===== src/rtl/dijkstra_pkg.sv =====
// rtl/dijkstra_pkg.sv - shared types and defaults for the Dijkstra result writer
package dijkstra_pkg;

  typedef enum logic [1:0] {
    IDLE    = 2'd0,
    WRITE   = 2'd1,
    ADVANCE = 2'd2,
    DONE    = 2'd3
  } writer_state_t;

  localparam logic [1:0] MODE_PREV = 2'b01;
  localparam logic [1:0] MODE_DIST = 2'b10;

  localparam int DEFAULT_MAX_NODES   = 16;
  localparam int DEFAULT_INDEX_WIDTH = 8;
  localparam int DEFAULT_VALUE_WIDTH = 16;
  localparam int DEFAULT_MADDR_WIDTH = 32;
  localparam int DEFAULT_MDATA_WIDTH = 32;
  localparam int DEFAULT_PACK        = 2;

endpackage


===== src/rtl/dijkstra_result_writer_word_packer.sv =====
// rtl/dijkstra_result_writer_word_packer.sv - packs PACK elements of a vector into one memory word
module word_packer #(
  parameter int MAX_NODES   = 16,
  parameter int ELEM_WIDTH  = 8,
  parameter int MDATA_WIDTH = 32,
  parameter int PACK        = 2,
  parameter int WORD_W      = 5,
  parameter int CNT_W       = 5
) (
  input  logic [MAX_NODES*ELEM_WIDTH-1:0] vector,
  input  logic [WORD_W-1:0]               word_index,
  input  logic [CNT_W-1:0]                n,
  output logic [MDATA_WIDTH-1:0]          word
);

  localparam int SLOT_WIDTH = MDATA_WIDTH / PACK;

  // Constant-index mux over all elements; slots past n stay zero.
  always_comb begin
    word = '0;
    for (int k = 0; k < PACK; k++) begin
      for (int i = 0; i < MAX_NODES; i++) begin
        if ((int'(word_index) * PACK + k == i) && (i < int'(n))) begin
          word[k*SLOT_WIDTH +: SLOT_WIDTH] = SLOT_WIDTH'(vector[i*ELEM_WIDTH +: ELEM_WIDTH]);
        end
      end
    end
  end

endmodule


===== src/rtl/dijkstra_result_writer.sv =====
// rtl/dijkstra_result_writer.sv - streams predecessor/distance vectors to memory over an Avalon-MM write master
module dijkstra_result_writer
  import dijkstra_pkg::*;
#(
  parameter int MAX_NODES   = DEFAULT_MAX_NODES,
  parameter int INDEX_WIDTH = DEFAULT_INDEX_WIDTH,
  parameter int VALUE_WIDTH = DEFAULT_VALUE_WIDTH,
  parameter int MADDR_WIDTH = DEFAULT_MADDR_WIDTH,
  parameter int MDATA_WIDTH = DEFAULT_MDATA_WIDTH,
  parameter int PACK        = DEFAULT_PACK
) (
  input  logic                             clock,
  input  logic                             reset,
  input  logic                             start,
  input  logic                             abort,
  input  logic [1:0]                       mode,
  input  logic [MADDR_WIDTH-1:0]           prev_base,
  input  logic [MADDR_WIDTH-1:0]           dist_base,
  input  logic [INDEX_WIDTH-1:0]           number_of_nodes,
  input  logic [MAX_NODES*INDEX_WIDTH-1:0] prev_vector,
  input  logic [MAX_NODES*VALUE_WIDTH-1:0] dist_vector,
  output logic                             avm_write,
  output logic [MADDR_WIDTH-1:0]           avm_address,
  output logic [MDATA_WIDTH-1:0]           avm_writedata,
  output logic [MDATA_WIDTH/8-1:0]         avm_byteenable,
  input  logic                             avm_waitrequest,
  output logic                             busy,
  output logic                             done,
  output logic                             aborted
);

  localparam int BYTES      = MDATA_WIDTH / 8;
  localparam int ADDR_LSB   = $clog2(BYTES);
  localparam int SLOT_WIDTH = MDATA_WIDTH / PACK;
  localparam int CNT_W      = $clog2(MAX_NODES + 1);
  localparam int WORD_W     = $clog2(MAX_NODES + 1);
  localparam logic [MADDR_WIDTH-1:0] ALIGN_MASK = ~MADDR_WIDTH'(BYTES - 1);

  if (MDATA_WIDTH % PACK != 0) begin : g_bad_pack
    $error("MDATA_WIDTH must be a multiple of PACK");
  end
  if (SLOT_WIDTH < INDEX_WIDTH || SLOT_WIDTH < VALUE_WIDTH) begin : g_bad_slot
    $error("slot width too narrow for INDEX_WIDTH/VALUE_WIDTH");
  end

  writer_state_t           state_q, state_d;
  logic [1:0]              mode_q;
  logic [MADDR_WIDTH-1:0]  prev_base_q, dist_base_q;
  logic [CNT_W-1:0]        n_q, n_start, n_sel;
  logic                    ch_q, ch_d;
  logic [WORD_W-1:0]       w_q, w_d, words;
  logic                    load, write_d, busy_d, done_d, aborted_d;
  logic [MADDR_WIDTH-1:0]  base_sel, addr_d;
  logic [MDATA_WIDTH-1:0]  prev_word, dist_word, data_d;

  assign avm_byteenable = '1;

  always_comb begin
    if (int'(number_of_nodes) > MAX_NODES) n_start = CNT_W'(MAX_NODES);
    else                                   n_start = CNT_W'(number_of_nodes);
  end

  // In IDLE the first word is built from the live inputs, since latching happens on the same edge.
  assign n_sel = (state_q == IDLE) ? n_start : n_q;
  assign words = WORD_W'((int'(n_q) + PACK - 1) / PACK);

  always_comb begin
    if (state_q == IDLE) base_sel = ch_d ? (dist_base & ALIGN_MASK) : (prev_base & ALIGN_MASK);
    else                 base_sel = ch_d ? dist_base_q : prev_base_q;
  end
  assign addr_d = base_sel + (MADDR_WIDTH'(w_d) << ADDR_LSB);
  assign data_d = ch_d ? dist_word : prev_word;

  word_packer #(
    .MAX_NODES(MAX_NODES), .ELEM_WIDTH(INDEX_WIDTH), .MDATA_WIDTH(MDATA_WIDTH),
    .PACK(PACK), .WORD_W(WORD_W), .CNT_W(CNT_W)
  ) u_prev_packer (
    .vector(prev_vector), .word_index(w_d), .n(n_sel), .word(prev_word)
  );

  word_packer #(
    .MAX_NODES(MAX_NODES), .ELEM_WIDTH(VALUE_WIDTH), .MDATA_WIDTH(MDATA_WIDTH),
    .PACK(PACK), .WORD_W(WORD_W), .CNT_W(CNT_W)
  ) u_dist_packer (
    .vector(dist_vector), .word_index(w_d), .n(n_sel), .word(dist_word)
  );

  always_comb begin
    state_d   = state_q;
    ch_d      = ch_q;
    w_d       = w_q;
    load      = 1'b0;
    write_d   = avm_write;
    busy_d    = busy;
    done_d    = 1'b0;
    aborted_d = 1'b0;
    unique case (state_q)
      IDLE: begin
        busy_d  = 1'b0;
        write_d = 1'b0;
        if (start) begin
          if ((mode & (MODE_PREV | MODE_DIST)) == 2'b00 || n_start == '0) begin
            state_d = DONE;
            done_d  = 1'b1;
          end else begin
            ch_d    = ((mode & MODE_PREV) == 2'b00);
            w_d     = '0;
            load    = 1'b1;
            write_d = 1'b1;
            busy_d  = 1'b1;
            state_d = WRITE;
          end
        end
      end
      WRITE: begin
        if (!avm_waitrequest) begin
          if (abort) begin
            state_d   = DONE;
            write_d   = 1'b0;
            busy_d    = 1'b0;
            done_d    = 1'b1;
            aborted_d = 1'b1;
          end else if (w_q + WORD_W'(1) < words) begin
            w_d  = w_q + WORD_W'(1);
            load = 1'b1;
          end else if (!ch_q && ((mode_q & MODE_DIST) != 2'b00)) begin
            // Channel switch: preload dist word 0 while the bus idles for one cycle.
            ch_d    = 1'b1;
            w_d     = '0;
            load    = 1'b1;
            write_d = 1'b0;
            state_d = ADVANCE;
          end else begin
            state_d = DONE;
            write_d = 1'b0;
            busy_d  = 1'b0;
            done_d  = 1'b1;
          end
        end
      end
      ADVANCE: begin
        if (abort) begin
          state_d   = DONE;
          busy_d    = 1'b0;
          done_d    = 1'b1;
          aborted_d = 1'b1;
        end else begin
          write_d = 1'b1;
          state_d = WRITE;
        end
      end
      DONE: begin
        state_d = IDLE;
        busy_d  = 1'b0;
        write_d = 1'b0;
      end
      default: state_d = IDLE;
    endcase
  end

  always_ff @(posedge clock) begin
    if (reset) begin
      state_q       <= IDLE;
      mode_q        <= '0;
      prev_base_q   <= '0;
      dist_base_q   <= '0;
      n_q           <= '0;
      ch_q          <= 1'b0;
      w_q           <= '0;
      avm_write     <= 1'b0;
      avm_address   <= '0;
      avm_writedata <= '0;
      busy          <= 1'b0;
      done          <= 1'b0;
      aborted       <= 1'b0;
    end else begin
      state_q   <= state_d;
      ch_q      <= ch_d;
      w_q       <= w_d;
      avm_write <= write_d;
      busy      <= busy_d;
      done      <= done_d;
      aborted   <= aborted_d;
      if (state_q == IDLE && start) begin
        mode_q      <= mode;
        prev_base_q <= prev_base & ALIGN_MASK;
        dist_base_q <= dist_base & ALIGN_MASK;
        n_q         <= n_start;
      end
      if (load) begin
        avm_address   <= addr_d;
        avm_writedata <= data_d;
      end
    end
  end

endmodule

===== config.mk =====
export PLATFORM = sky130hd
export DESIGN_NAME = dijkstra_result_writer
export DESIGN_NICKNAME = d
export VERILOG_FILES = /design/src/rtl/dijkstra_pkg.sv /design/src/rtl/dijkstra_result_writer_word_packer.sv /design/src/rtl/dijkstra_result_writer.sv
export SDC_FILE = /design/constraint.sdc
export NUM_CORES = 1
export LEC_CHECK = 0
export CAP_MARGIN = 15
export CORE_AREA = 2 2 209 211
export CTS_CLUSTER_SIZE = 8
export DETAILED_ROUTE_END_ITERATION = 10
export DIE_AREA = 0 0 211 213
export HOLD_SLACK_MARGIN = 0.12
export PLACE_DENSITY = 0.54
export SYNTH_ARGS = -nofsm -noshare
export SYNTH_HDL_FRONTEND = slang
export SYNTH_SLANG_ARGS = --single-unit

===== constraint.sdc =====
create_clock -name clock -period 6.35 [get_ports clock]
set_input_delay 1.27 -clock clock [delete_from_list [all_inputs] [get_ports clock]]
set_output_delay 1.27 -clock clock [all_outputs]
set_load 0.01 [all_outputs]

==> results, run 1 <==
- The tree built by TritonCTS fans out to between 100 and 150 sinks.
- Of the total power, the share spent switching nets is about two fifths.
- In the final routed layout, each cell accounts on average for 25.36 µm.
- The maximum fanout along the worst path is 9.
- The final antenna-violating net count is 0.
- The switching power summed over all nets is roughly 1.9 mW.
- TritonCTS built the clock tree.
- The total clock buffers created by CTS is 17.
- In this run the horizontal extent of the chip is about 210 µm.
- At the worst endpoint, the required time is 6.68 ns.
- From synthesis to final layout, the design area changed by 63.77%.
- The final period utilization is ~86%.
- The clock arrives with 0.01519 ns of skew.
- The total power after layout is 4.682 mW.
- Synthesis produced about 1400 cells.
- For this run, asynchronously set or reset flops after synthesis account for 0%.
- After clock tree synthesis, the clock-pin slew on the worst setup and hold paths is roughly 0.070 ns.
- The number of endpoints with negative hold slack in the final report is 0.
- The routed layout has approximately 13000 vias.
- The number of rows in the core area is 76.
- The worst voltage drop across the vdd grid is 0.0002141 V.
- The type of origin of the critical path is a flip-flop.
- Across every metal layer, demand over resource in global routing totals between 20% and 30%.
- The tool flagged a number of max-cap violations equal to 0.
- The quantity of I/O buffers inserted on ports is ~520.
- The signal on the critical path passes through ha_1 > nand3_1 > xnor2_1 > ha_1 > a21oi_1 > and2_1 > buf_4 > a31oi_1 > nor3_2 > inv_2 > ha_1 > nand4_1 > a31o_1 > nor3_1 > o211ai_1 > nor3_2 > nand4_1 > a32o_1.
- Sequential elements use 27.11% of the synthesized area.
- The multiplexer share of the synthesized area is 7.819%.
- The final layout contains ~2300 nets.
- The commonest cells after synthesis are sky130_fd_sc_hd__nand2_1 (258), sky130_fd_sc_hd__dfxtp_1 (140), sky130_fd_sc_hd__a21oi_1 (105), sky130_fd_sc_hd__clkbuf_1 (91), sky130_fd_sc_hd__nor2_1 (88).
- The final count of pins violating max slew is 0.
- The final critical-path required period is 5.435 ns.
- The die covers between 40000 and 50000 µm².
- around 540 I/O pins were placed.
- The part of the total power dissipated in combinational logic is 51.7%.
- The setup-violating endpoint count in the final report is 0.
- The root cell of the clock tree is sky130_fd_sc_hd__clkbuf_16.
- The min-delay analysis places its worst path in the category flip-flop to flip-flop.
- The library cell appearing most often on the critical path is sky130_fd_sc_hd__ha_1.
- Global routing finished with a remaining overflow of 0.
- The synthesized-area fraction occupied by xor and xnor cells is 1.864%.
- In this run, the clock network consumes around 23% of the power.
- The height of the die is ~210 µm.
- The longest clock path from root to sink contains 2 buffers.
- The cell area after technology mapping is 10340 µm².
- The area fraction of the dominant cell type after synthesis is about 27%.
- The first TritonRoute pass finished after 8 iterations.
- Of all cell types, the one taking the most synthesized area is sky130_fd_sc_hd__dfxtp_1.
- The slowest stage cell on the critical path is sky130_fd_sc_hd__nor3_2.
- The adder-cell share of the synthesized area is 2.009%.
- Cells with a size suffix above 1 make up under 10% of the layout.
- Registers take approximately 2800 µm².
- Measured on the finished design, the core utilization comes to 39.65%.
- The leakage power of the design is about 6.0 nW.
- The sequential fraction of design power is between 20% and 30%.
- The pre-CTS setup slack is roughly 0.58 ns.
- The headroom to the max-slew limit is 29.79%.
- Wires add up to 61.26 mm.
- The initial antenna violation count was 21.
- The internal portion of the total power is between 2 and 3 mW.
- Among all flip-flop cells after synthesis, the most frequent one is sky130_fd_sc_hd__dfxtp_1.
- Using the TritonRoute via totals, the vias-per-cell ratio works out to 5.402.
- The wire length of the first global-routing pass is approximately 87 mm.
- The number of enable-type register cells in the synthesized netlist is 0.
- The number of global-route vias before repair was between 10000 and 15000.
- The region available for standard cell placement spans approximately 43000 µm².
- Setup repair after global routing left no endpoint under its margin.
- During synthesis, Yosys emitted a total of 0 warnings.
- The data arrival time of the worst path is roughly 5.8 ns.
- By instance count, the leading cell after synthesis is sky130_fd_sc_hd__nand2_1.
- The final weighted congestion in routability-driven placement is ~0.90.
- By startpoint and endpoint, the worst setup path is classified as flip-flop to flip-flop.
- A synthesized cell averages approximately 7.6 µm².
- The layout filler cell count is 4405.
- Summing the areas of all and, or, nand and nor instances in the mapped netlist gives between 20% and 30% of the synthesized area.
- In this run the post-CTS setup repair buffer count came out at 0.
- For this run, design rule violations remaining after detail routing come to 0.
- Entering global routing, the biggest net connects slightly above 90 pins.
- The later pin in the worst-skew pair is clocked with a latency of ~0.44 ns.
- STA classifies the critical path endpoint as a flip-flop.
- The total power density per cell area is about 280 nW/µm².
- The post-synthesis cell type count is 84.
- The detailed router finished its first iteration with between 1000 and 1500 violations.
- The number of resized instances in the post-cts repair step is 0.
- In this design, the stage delay of the slowest critical-path cell is roughly 0.61 ns.
- The maximum achievable frequency is ~0.18 GHz.
- The synthesized design contains 140 register bits.
- Summing all multi-input logic gate instances after layout gives about 7000 µm².
- The worst slack on hold paths is 0.4520 ns.
- CTS built an H-tree with a depth of 4.
- The minimum setup slack in the final design is just over 0.9 ns.
- The transition time at the pin with the least slew margin is roughly 1.1 ns.
- Summing the areas of all compound-gate instances in the mapped netlist gives slightly above 30% of the synthesized area.
- Sorting the synthesized cells by area gives the leading types as sky130_fd_sc_hd__dfxtp_1 (27%), sky130_fd_sc_hd__nand2_1 (9.4%), sky130_fd_sc_hd__a21oi_1 (5.1%), sky130_fd_sc_hd__mux4_2 (4.8%), sky130_fd_sc_hd__a22oi_1 (4.1%).
- The starting density of the core is 24.21%.
- The accumulated negative setup slack is 0 ns.
- The half-perimeter wire length of the detailed placement result is approximately 48 mm.
- The dominant combinational cell family by area after synthesis is compound AO/OA/AOI/OAI gates.
- Hold repair after CTS inserted 0 buffers.
- The flow ran to the end, and the final reports show no timing, DRC or antenna violations.
-- layout make-up --
class	count	share of cell area (%)
diodes	19	0.2808
clock buffers	18	2.535
clock inverters	14	1.064
inverters	27	0.5986
multi-input cells	1085	42.10
flip-flops and latches	140	16.55
well taps	546	4.035
repair buffers	566	32.83
-- metrics by stage --
stage,cells,instance area [µm²]
floorplan,1366,10350
global placement,2364,16270
detailed placement,2364,16270
CTS,2396,16880
global route,2410,16920
finish,2415,16930
-- per-layer routing --
| layer | GRT usage (%) | vias up | wire (µm) |
|---|---|---|---|
| met5 | 0 | - | 61 |
| met4 | 9.228 | 8 | 1417 |
| met3 | 7.678 | 66 | 4978 |
| met2 | 43.34 | 526 | 29330 |
| met1 | 32.90 | 6286 | 25470 |
| li1 | - | 6161 | - |
-- critical path, delay by kind of cell (launching register included) --
| kind | cells | cell delay, ns |
|---|---|---|
| and+or+nand+nor | 7 | 2.01 |
| buffers and inverters | 2 | 0.30 |
| AOI/OAI and AO/OA | 5 | 1.18 |
| DFF | 1 | 0.51 |
| xor gates and xnor gates | 1 | 0.31 |
| adders and majority gates | 3 | 1.03 |
-- kinds of logic (layout without fill, tap and decap cells) --
logic type | count (synthesis) | after routing
adders and majority gates | 16 | 16
buffers and inverters | 141 | 625
and+or+nand+nor | 549 | 549
DFF | 140 | 140
muxes | 52 | 52
xor gates and xnor gates | 22 | 22
AOI/OAI and AO/OA | 440 | 440
other | 2 | 25
-- layout by cell type (no fill, tap or decap), types with 19 or more instances in the layout --
cell type,count
sky130_fd_sc_hd__a21oi_1,105
sky130_fd_sc_hd__a221oi_1,24
sky130_fd_sc_hd__a222oi_1,32
sky130_fd_sc_hd__a22oi_1,57
sky130_fd_sc_hd__buf_4,43
sky130_fd_sc_hd__clkdlybuf4s50_1,523
sky130_fd_sc_hd__dfxtp_1,140
sky130_fd_sc_hd__diode_2,19
sky130_fd_sc_hd__inv_1,25
sky130_fd_sc_hd__mux2i_1,20
sky130_fd_sc_hd__mux4_2,22
sky130_fd_sc_hd__nand2_1,256
sky130_fd_sc_hd__nand3_1,60
sky130_fd_sc_hd__nor2_1,87
sky130_fd_sc_hd__nor3_1,22
sky130_fd_sc_hd__o211ai_1,34
sky130_fd_sc_hd__o21ai_0,49
sky130_fd_sc_hd__o221ai_1,29
-- power groups by stage --
stage               sequential [mW]  clock (mW)  combinational, mW
floorplan                      1.20           0               1.32
global route                   1.19        1.15               2.62
detailed placement             1.19           0               2.43
CTS                            1.17        1.12               2.44
global placement               1.19           0               2.41
finish                         1.17        1.09               2.42
-- path summary, 6_finish.rpt --
check	from	endpoint	slack, ns	cells past startpoint
max reg2reg	w_q[0]	avm_address[23]	0.92	18
min reg2reg	prev_base_q[13]	prev_base_q[13]	0.45	2
max	w_q[0]	avm_address[23]	0.92	18
min	prev_base_q[13]	prev_base_q[13]	0.45	2
-- registers in the layout, summed over array words and instances (netlist names), 2 cells and up --
register,flops
n_q,5
prev_base_q,30
avm_address,30
dist_base_q,30
avm_writedata,32
w_q,5
state_q,2
Note: power is estimated with default switching activity, not from simulation.
==> run 2, diff against run 1 <==
--- a/config.mk
+++ b/config.mk
@@ -6,12 +6,12 @@
 export NUM_CORES = 1
 export LEC_CHECK = 0
 export CAP_MARGIN = 15
-export CORE_AREA = 2 2 209 211
+export CORE_AREA = 10 10 199 201
 export CTS_CLUSTER_SIZE = 8
 export DETAILED_ROUTE_END_ITERATION = 10
-export DIE_AREA = 0 0 211 213
+export DIE_AREA = 0 0 209 211
 export HOLD_SLACK_MARGIN = 0.12
-export PLACE_DENSITY = 0.54
+export PLACE_DENSITY = 0.62
 export SYNTH_ARGS = -nofsm -noshare
 export SYNTH_HDL_FRONTEND = slang
 export SYNTH_SLANG_ARGS = --single-unit
==> run 2 against run 1 <==
Net effect: fmax shrank 7.5%; sequential share of layout area grew 0.17 points; count of clock-buffer cells in the layout grew 2; non-clock buffer count grew 1; sequential power is essentially flat; sequential cell count is the same; power shrank 2.0%; utilization grew 7.7 points; wire length grew 0.50%; worst setup slack lost 0.44 ns; register-to-register slack lost 0.44 ns; design area shrank 0.99%.
==> results, run 2 (synthesis results as in run 1) <==
- The fraction of final layout cells with drive strength greater than 1 is 8.050% (-0.058 points).
- The run finished with clean final reports.
- The library cell appearing most often on the critical path is sky130_fd_sc_hd__ha_1.
- The initial detailed-routing violation count was 1465 (+32%).
- The count of buffering cells on the critical path with inverters included is 1 (-1).
- The type of origin of the critical path is a flip-flop.
- The number of rows in the core area is 69 (-9.2%).
- The overflow left after global routing is 0 (unchanged).
- The clock latency on the worst-skew pair is 0.45 ns (about the same).
- The final antenna-violating net count is 0 (unchanged).
- The half-perimeter wire length of the detailed placement result is 48.84 mm (+2.1%).
- The aggregate global-route resource usage is 26.63% (+0.25 points).
- The final routed wirelength across all metal layers was 61.56 mm (+0.50%).
- The number of top-level pins is 535 (unchanged).
- The total clock buffers created by CTS is 17 (unchanged).
- The hold buffer count at cts is 0 (unchanged).
- The worst hold-check path type is flip-flop to flip-flop.
- The headroom to the max-slew limit is 37.72% (+7.9 points).
- The gate family responsible for the most delay along the worst path is simple AND/OR/NAND/NOR gates.
- Traced cell by cell, the critical path runs through ha_1 > nand3_1 > xnor2_1 > ha_1 > a21oi_1 > and2_1 > a31oi_1 > nor3_2 > inv_2 > ha_1 > nand4_1 > a31o_1 > nor3_1 > o211ai_1 > nor3_2 > nand4_1 > a32o_1.
- The total power after layout was 4.588 mW (-2.0%).
- The quantity of I/O buffers inserted on ports is 524 (unchanged).
- The accumulated negative setup slack is 0 ns (unchanged).
- The maximum root-to-sink buffer count was 2 (unchanged).
- The area of the die is 44100 µm² (-1.9%).
- In the layout the commonest cells are sky130_fd_sc_hd__clkdlybuf4s50_1 (523), sky130_fd_sc_hd__nand2_1 (257), sky130_fd_sc_hd__dfxtp_1 (140), sky130_fd_sc_hd__a21oi_1 (105), sky130_fd_sc_hd__nor2_1 (87).
- The reg-to-reg critical path startpoint is w_q[1].
- The number of endpoints with negative hold slack in the final report is 0 (unchanged).
- The capture point of the critical path is avm_address[23].
- The post-CTS setup repair buffer count was 0 (unchanged).
- The number of resized instances in the post-cts repair step is 0 (unchanged).
- The slowest stage of the critical path belongs to the cell sky130_fd_sc_hd__nor3_2.
- The final weighted congestion in routability-driven placement is 0.9301 (+2.9%).
- The startpoint-to-endpoint class of the critical path is flip-flop to flip-flop.
- The total power density per cell area is 273.7 nW/µm² (-1.0%).
- The number of cells on the worst reg-to-reg path came to 17 (-1).
- The final worst clock skew came to 0.01985 ns (+0.004659 ns).
- The pin count of the biggest net entering global routing is 83 (-8.8%).
- The wire length of the first global-routing pass was 89.72 mm (+3.4%).
- The final layout net count is 2317 (+0.043%).
- Setup repair after global routing left no endpoint under its margin.
- The TritonCTS clock tree is done.
- The final period utilization is 92.56% (+7.0 points).
- The worst register-to-register path ends at avm_address[23].
- The length of the first detailed-routing pass in iterations is 7 (-1).
- The worst voltage drop across the vdd grid is 0.0002197 V (+2.6%).
- The maximum achievable frequency is 0.1701 GHz (-7.5%).
- The number of global-route vias before repair is 13000 (+1.8%).
- The required time at the worst-slack endpoint is 6.69 ns (about the same).
- The clock-pin transition on the worst setup and hold timing paths is 0.07 ns (about the same).
- The cell sitting at the root of the clock tree is a sky130_fd_sc_hd__clkbuf_16.
- The layout filler cell count is 3547 (-19%).
- The area growth from synthesis to final layout is 62.15%.
- The reg-to-reg setup timing slack was 0.47 ns (-0.44 ns).
- The average wire per cell in the routed design came to 26.53 µm (+4.6%).
- The depth of the critical timing path with buffers and inverters included is 17 (-1).
- The register name with the most flops is avm_writedata.
- The setup-violating endpoint count in the final report is 0 (unchanged).
- The height of the die is 211 µm (-0.94%).
- The DRC violations left is 0 (unchanged).
- The final critical-path required period came to 5.878 ns (+0.4429 ns).
- The die width is 209 µm (-0.95%).
- The maximum fanout along the worst path is 9 (unchanged).
- STA classifies the critical path endpoint as a flip-flop.
- The data arrival time of the worst path is 6.21 ns (+0.45 ns).
- The leakage power of the design is 5.946 nW (-0.28%).
- The transition time at the pin with the least slew margin was 0.9342 ns (-0.1190 ns).
- The detailed-route via count is 13160 (+0.84%).
- The critical path starts at w_q[1].
- The core region area was 35400 µm² (-17%).
- The initial antenna violation count is 12 (-43%).
- The final count of pins violating max slew is 0 (unchanged).
- Leaving out fill and tap cells, the most frequent cell in the layout is sky130_fd_sc_hd__clkdlybuf4s50_1.
- The max-cap check violation count came to 0 (unchanged).
- The total clock sinks is 140 (unchanged).
- The starting density of the core is 29.20% (+5.0 points).
- The number of flip-flops under the largest register name came to 32 (unchanged).
- The number of levels in the clock H-tree was 4 (unchanged).
- The detail-routed via count per cell is 5.671 (+5.0%).
- The delay of the slowest cell on the worst path is 0.64 ns (+0.03 ns).
[run 2: changes by cell type in the layout (fill, tap and decap cells not counted), sizes merged]
cell,previous run,this run
diode,19,8
clkinv,5,4
bufinv,3,1
clkbuf,18,20
buf,43,44
clkinvlp,1,2
[run 2: tightest hold or removal path, cell delays in order, from the launching register on]
cell and delay [ns]:
sky130_fd_sc_hd__dfxtp_1 0.31, sky130_fd_sc_hd__nand2_1 0.05, sky130_fd_sc_hd__a21oi_1 0.05
[run 2: power breakdown]
part / switching, mW / internal, mW / total [mW]
logic: 1.30 / 1.09 / 2.39
clock network: 0.467 / 0.562 / 1.03
registers: 0.119 / 1.05 / 1.17
total: 1.88 / 2.71 / 4.59
[run 2: cell type report]
class / count / area, µm² / share of cell area, %
multi-input cells: 1085 / 7121 / 42.48
repair buffers: 567 / 5565 / 33.20
flip-flops and latches: 140 / 2803 / 16.72
well taps: 461 / 576.8 / 3.441
clock buffers: 20 / 446.7 / 2.665
clock inverters: 12 / 128.9 / 0.7688
inverters: 27 / 101.3 / 0.6046
diodes: 8 / 20.02 / 0.1194
[run 2: per-stage QoR]
| stage | hold slack, ns | cell area, µm² | utilization, % | std cells | setup WS (ns) |
|---|---|---|---|---|---|
| 3_3_place_gp | 0.4384 | 16170 | 45.67 | 2280 | 0.4037 |
| 6_report | 0.4528 | 16760 | 47.36 | 2320 | 0.4724 |
| 5_1_grt | 0.4688 | 16760 | 47.34 | 2318 | 0.02275 |
| 4_1_cts | 0.4543 | 16740 | 47.30 | 2312 | 0.5741 |
| 3_5_place_dp | 0.4448 | 16170 | 45.67 | 2280 | 0.2850 |
| 2_1_floorplan | 0.4331 | 10350 | - | 1366 | 0.9631 |
[run 2: how the worst min path moves through the flow]
| stage | start | endpoint | cells past startpoint |
|---|---|---|---|
| 2_1_floorplan | dist_base_q[26] | dist_base_q[26] | 2 |
| 3_5_place_dp | prev_base_q[15] | prev_base_q[15] | 2 |
| 5_1_grt | prev_base_q[15] | prev_base_q[15] | 2 |
| 6_report | dist_base_q[30] | dist_base_q[30] | 2 |
| 3_3_place_gp | prev_base_q[29] | prev_base_q[29] | 2 |
| 4_1_cts | prev_base_q[15] | prev_base_q[15] | 2 |
[run 2: layer usage]
layer,GRT usage (%),part of all wire [%],vias up,routed length (µm)
met1,33.14,41,6408,25390
li1,-,-,6134,-
met4,6.301,1.6,8,994
met2,45.06,49,547,30240
met3,6.860,7.9,59,4875
met5,0,0.11,-,66
==> run 3, diff against run 2 <==
--- a/config.mk
+++ b/config.mk
@@ -5,13 +5,15 @@
 export SDC_FILE = /design/constraint.sdc
 export NUM_CORES = 1
 export LEC_CHECK = 0
+export ABC_AREA = 1
 export CAP_MARGIN = 15
-export CORE_AREA = 10 10 199 201
+export CORE_ASPECT_RATIO = 0.75
+export CORE_MARGIN = 10
+export CORE_UTILIZATION = 35
 export CTS_CLUSTER_SIZE = 8
 export DETAILED_ROUTE_END_ITERATION = 10
-export DIE_AREA = 0 0 209 211
 export HOLD_SLACK_MARGIN = 0.12
-export PLACE_DENSITY = 0.62
+export PLACE_DENSITY = 0.68
 export SYNTH_ARGS = -nofsm -noshare
 export SYNTH_HDL_FRONTEND = slang
 export SYNTH_SLANG_ARGS = --single-unit
==> run 3 against run 2 <==
Net effect: synthesized area up 23%; die area is 0.91% higher; combinational power rose by 120%; sequential share of layout area down 1.8 points; synthesized cell count rose by 68%; fmax is 2.1% higher; clock power increased by 6%; register-to-register slack improved by 0.12 ns; critical endpoint is now avm_address[28]; largest power group unchanged; highest routed layer unchanged.
==> results, run 3 <==
- The number of endpoints with negative hold slack in the final report is 0 (unchanged).
- The fraction of final layout cells with drive strength greater than 1 is 4.645% (-3.4 points).
- The setup path with the least slack is of type flip-flop to flip-flop.
- The number of cells on the worst reg-to-reg path is 27 (+10).
- The TritonCTS clock tree is done.
- The number of rows in the core area is 60 (-13%).
- The core utilization of the finished layout is 52.32% (+5.0 points).
- The area after detailed placement is 18130 µm² (+12%).
- The most numerous cell in the Yosys netlist is sky130_fd_sc_hd__nand2_1.
- The slowest stage cell on the critical path is sky130_fd_sc_hd__o21ai_0.
- By instance count, the cell type seen most on the critical path is sky130_fd_sc_hd__nand2_1.
- The transition time at the pin with the least slew margin is 1.054 ns (+0.1200 ns).
- The post-CTS setup repair buffer count is 0 (unchanged).
- The number of levels in the clock H-tree is 4 (unchanged).
- The average wire per cell in the routed design is 22.76 µm (-14%).
- The number of top-level pins is 535 (unchanged).
- After synthesis, the cell types taking the most area are sky130_fd_sc_hd__dfxtp_1 (22%), sky130_fd_sc_hd__nand2_1 (17%), sky130_fd_sc_hd__inv_1 (11%), sky130_fd_sc_hd__nand3_1 (11%), sky130_fd_sc_hd__o21ai_0 (7.4%).
- The library cells used most frequently in the layout, excluding fill and tap cells, are sky130_fd_sc_hd__nand2_1 (568), sky130_fd_sc_hd__clkdlybuf4s50_1 (524), sky130_fd_sc_hd__inv_1 (369), sky130_fd_sc_hd__nand3_1 (277), sky130_fd_sc_hd__nor2_1 (222).
- The total power density per cell area is 408.0 nW/µm² (+49%).
- The hold buffer count at cts is 0 (unchanged).
- The cell area after technology mapping is 12740 µm² (+23%).
- The delay of the slowest cell on the worst path is 0.55 ns (-0.09 ns).
- The final antenna-violating net count is 0 (unchanged).
- The maximum fanout along the worst path came to 28 (+19).
- The worst hold path stage count was 2 (unchanged).
- The detailed-route via count was 17210 (+31%).
- The final period utilization is 90.63% (-1.9 points).
- The startpoint identified for the worst hold timing path is prev_base_q[20].
- Counting instances in the post-synthesis netlist gives the leading cell types as sky130_fd_sc_hd__nand2_1 (570), sky130_fd_sc_hd__inv_1 (370), sky130_fd_sc_hd__nand3_1 (277), sky130_fd_sc_hd__nor2_1 (222), sky130_fd_sc_hd__o21ai_0 (189).
- The number of flip-flops under the largest register name is 32 (unchanged).
- The die width is 240.3 µm (+15%).
- The core region area is 35880 µm² (+1.4%).
- The part of the Yosys area used for sequential elements was 22.00% (-5.1 points).
- The pin count of the biggest net entering global routing is 94 (+13%).
- The total clock buffers created by CTS came to 17 (unchanged).
- The data arrival time of the worst path came to 6.11 ns (-0.10 ns).
- The count of state elements after synthesis was 140 (unchanged).
- The post-synthesis instance total is 2283 (+68%).
- The worst voltage drop across the vdd grid is 0.0002936 V (+34%).
- The final count of pins violating max slew is 0 (unchanged).
- The worst slack on hold paths is 0.4468 ns (-0.006062 ns).
- The finished layout cell area is 18770 µm² (+12%).
- The wire length of the first global-routing pass was 104.8 mm (+17%).
- The maximum achievable frequency is 0.1738 GHz (+2.1%).
- STA classifies the critical path endpoint as a flip-flop.
- The leakage power of the design is 8.796 nW (+48%).
- The final layout net count is 3202 (+38%).
- The clock-pin transition on the worst setup and hold timing paths is 0.07 ns (about the same).
- The accumulated negative setup slack is 0 ns (unchanged).
- The aggregate global-route resource usage was 31.52% (+4.9 points).
- The required time at the worst-slack endpoint is 6.70 ns (about the same).
- The pre-CTS setup slack is 0.3658 ns (+0.08073 ns).
- STA classifies the critical path startpoint as a flip-flop.
- The count of warnings emitted by yosys came to 0 (unchanged).
- The biggest area contributor in the post-synthesis netlist is sky130_fd_sc_hd__dfxtp_1.
- The area fraction of the dominant cell type after synthesis was 22.00% (-5.1 points).
- The starting density of the core was 35.50% (+6.3 points).
- The average instance area after synthesis was 5.579 µm² (-26%).
- The final worst clock skew is 0.01192 ns (-0.007924 ns).
- The height of the die came to 185.2 µm (-12%).
- In this run the critical register-to-register path is captured at avm_address[28].
- The worst hold path terminates at prev_base_q[20].
- The run finished with clean final reports.
- The area growth from synthesis to final layout is 47.40%.
- The max-cap check violation count came to 0 (unchanged).
- The area of the die is 44500 µm² (+0.91%).
- The worst register-to-register path begins at w_q[0].
- The final weighted congestion in routability-driven placement was 1.098 (+18%).
- Counting flops per register, the top entry is avm_writedata.
- The number of resized instances in the post-cts repair step is 0 (unchanged).
- The minimum setup slack in the final design was 0.5947 ns (+0.1224 ns).
- The overflow left after global routing is 0 (unchanged).
- The headroom to the max-slew limit is 29.55% (-8.2 points).
- The gate family responsible for the most delay along the worst path is simple AND/OR/NAND/NOR gates.
- The setup-violating endpoint count in the final report is 0 (unchanged).
- Leaving out fill and tap cells, the most frequent cell in the layout is sky130_fd_sc_hd__nand2_1.
- The quantity of I/O buffers inserted on ports came to 524 (unchanged).
- The final critical-path required period is 5.755 ns (-0.1224 ns).
- The reg-to-reg setup timing slack came to 0.59 ns (+0.12 ns).
- The final routed wirelength across all metal layers is 72.95 mm (+19%).
- The DRC violations left came to 0 (unchanged).
- The share of async-settable or async-resettable flops after synthesis is 0% (unchanged).
- The maximum root-to-sink buffer count came to 2 (unchanged).
- The count of buffering cells on the critical path with inverters included is 3 (+2).
- The half-perimeter wire length of the detailed placement result is 58.39 mm (+20%).
- The clock latency on the worst-skew pair is 0.45 ns (about the same).
- The min-delay analysis places its worst path in the category flip-flop to flip-flop.
- The number of global-route vias before repair is 15920 (+23%).
- The length of the first detailed-routing pass in iterations is 8 (+1).
- Setup repair after global routing left no endpoint under its margin.
- The most used flip-flop cell after synthesis is sky130_fd_sc_hd__dfxtp_1.
- The post-synthesis cell type count is 51 (-39%).
- The initial detailed-routing violation count is 1827 (+25%).
- The total clock sinks is 140 (unchanged).
- The initial antenna violation count is 9 (-3).
- The number of enable-type register cells in the synthesized netlist is 0 (unchanged).
- The tree is rooted in a sky130_fd_sc_hd__clkbuf_16.
- The detail-routed via count per cell is 5.369 (-5.3%).
-- run 3: changes by cell type in the layout (fill, tap and decap cells not counted), sizes merged, moves of 28 or more --
cell	delta
o221ai	-29
a222oi	-32
o21ai	+151
nand3	+222
nor2	+150
nand2	+327
inv	+349
a21oi	-28
a22oi	-57
nand3b	+34
nand4	+102
-- run 3: per-stage QoR --
| step | power (mW) | cells |
|---|---|---|
| global route | 8.215 | 3205 |
| global placement | 6.362 | 3167 |
| detailed placement | 6.433 | 3168 |
| finish | 7.659 | 3205 |
| floorplan | 4.529 | 2287 |
| CTS | 7.546 | 3198 |
-- run 3: worst reg2reg max path: cells and delay by family (launching register included) --
family	cells	cell delay (ns)
DFF	1	0.46
adders and majority gates	3	0.95
and+or+nand+nor	14	1.98
AOI/OAI and AO/OA	6	1.61
xor gates and xnor gates	1	0.15
buffers and inverters	3	0.50
-- run 3: final cells by class --
class	instances	area [µm²]
diodes	6	15.01
clock buffers	22	484.2
clock inverters	8	132.6
fillers	3624	17110
inverters	380	1426
multi-input cells	1629	7850
flip-flops and latches	140	2803
well taps	465	581.8
repair buffers	555	5482
-- run 3: how the worst max path moves through the flow --
stage	slack (ns)	cells past startpoint	start	to
finish	0.59	27	w_q[0]	avm_address[28]
global route	0.06	27	w_q[0]	avm_address[16]
CTS	0.80	24	number_of_nodes[5]	avm_address[28]
detailed placement	0.37	24	number_of_nodes[5]	avm_address[28]
global placement	0.46	24	number_of_nodes[5]	avm_address[28]
floorplan	1.75	27	number_of_nodes[7]	avm_address[28]
-- run 3: logic make-up (layout without fill, tap and decap cells) --
kind of cell / count (synthesis) / count (layout) / share of synthesized area [%]
other cells: 2 / 12 / 0.05896
buf+inv: 518 / 965 / 16.56
xor+xnor: 13 / 13 / 0.8939
flops: 140 / 140 / 22.00
compound gates: 310 / 310 / 13.02
simple gates: 1284 / 1284 / 45.83
fa+ha+maj: 16 / 16 / 1.631
-- run 3: layer usage --
metal / vias up / GRT usage, % / wire length (µm)
met4: 6 / 9.697 / 1985
met1: 8050 / 41.90 / 31290
met2: 873 / 49.22 / 32430
li1: 8180 / - / -
met5: - / 0 / 41
met3: 100 / 7.737 / 7203
-- run 3: power breakdown --
| part | switching, mW | total (mW) | leakage [nW] | internal, mW |
|---|---|---|---|---|
| registers | 0.126 | 1.24 | 1.15 | 1.11 |
| logic | 3.69 | 5.33 | 7.35 | 1.64 |
| clock network | 0.431 | 1.09 | 0.299 | 0.659 |
| total | 4.25 | 7.66 | 8.80 | 3.41 |
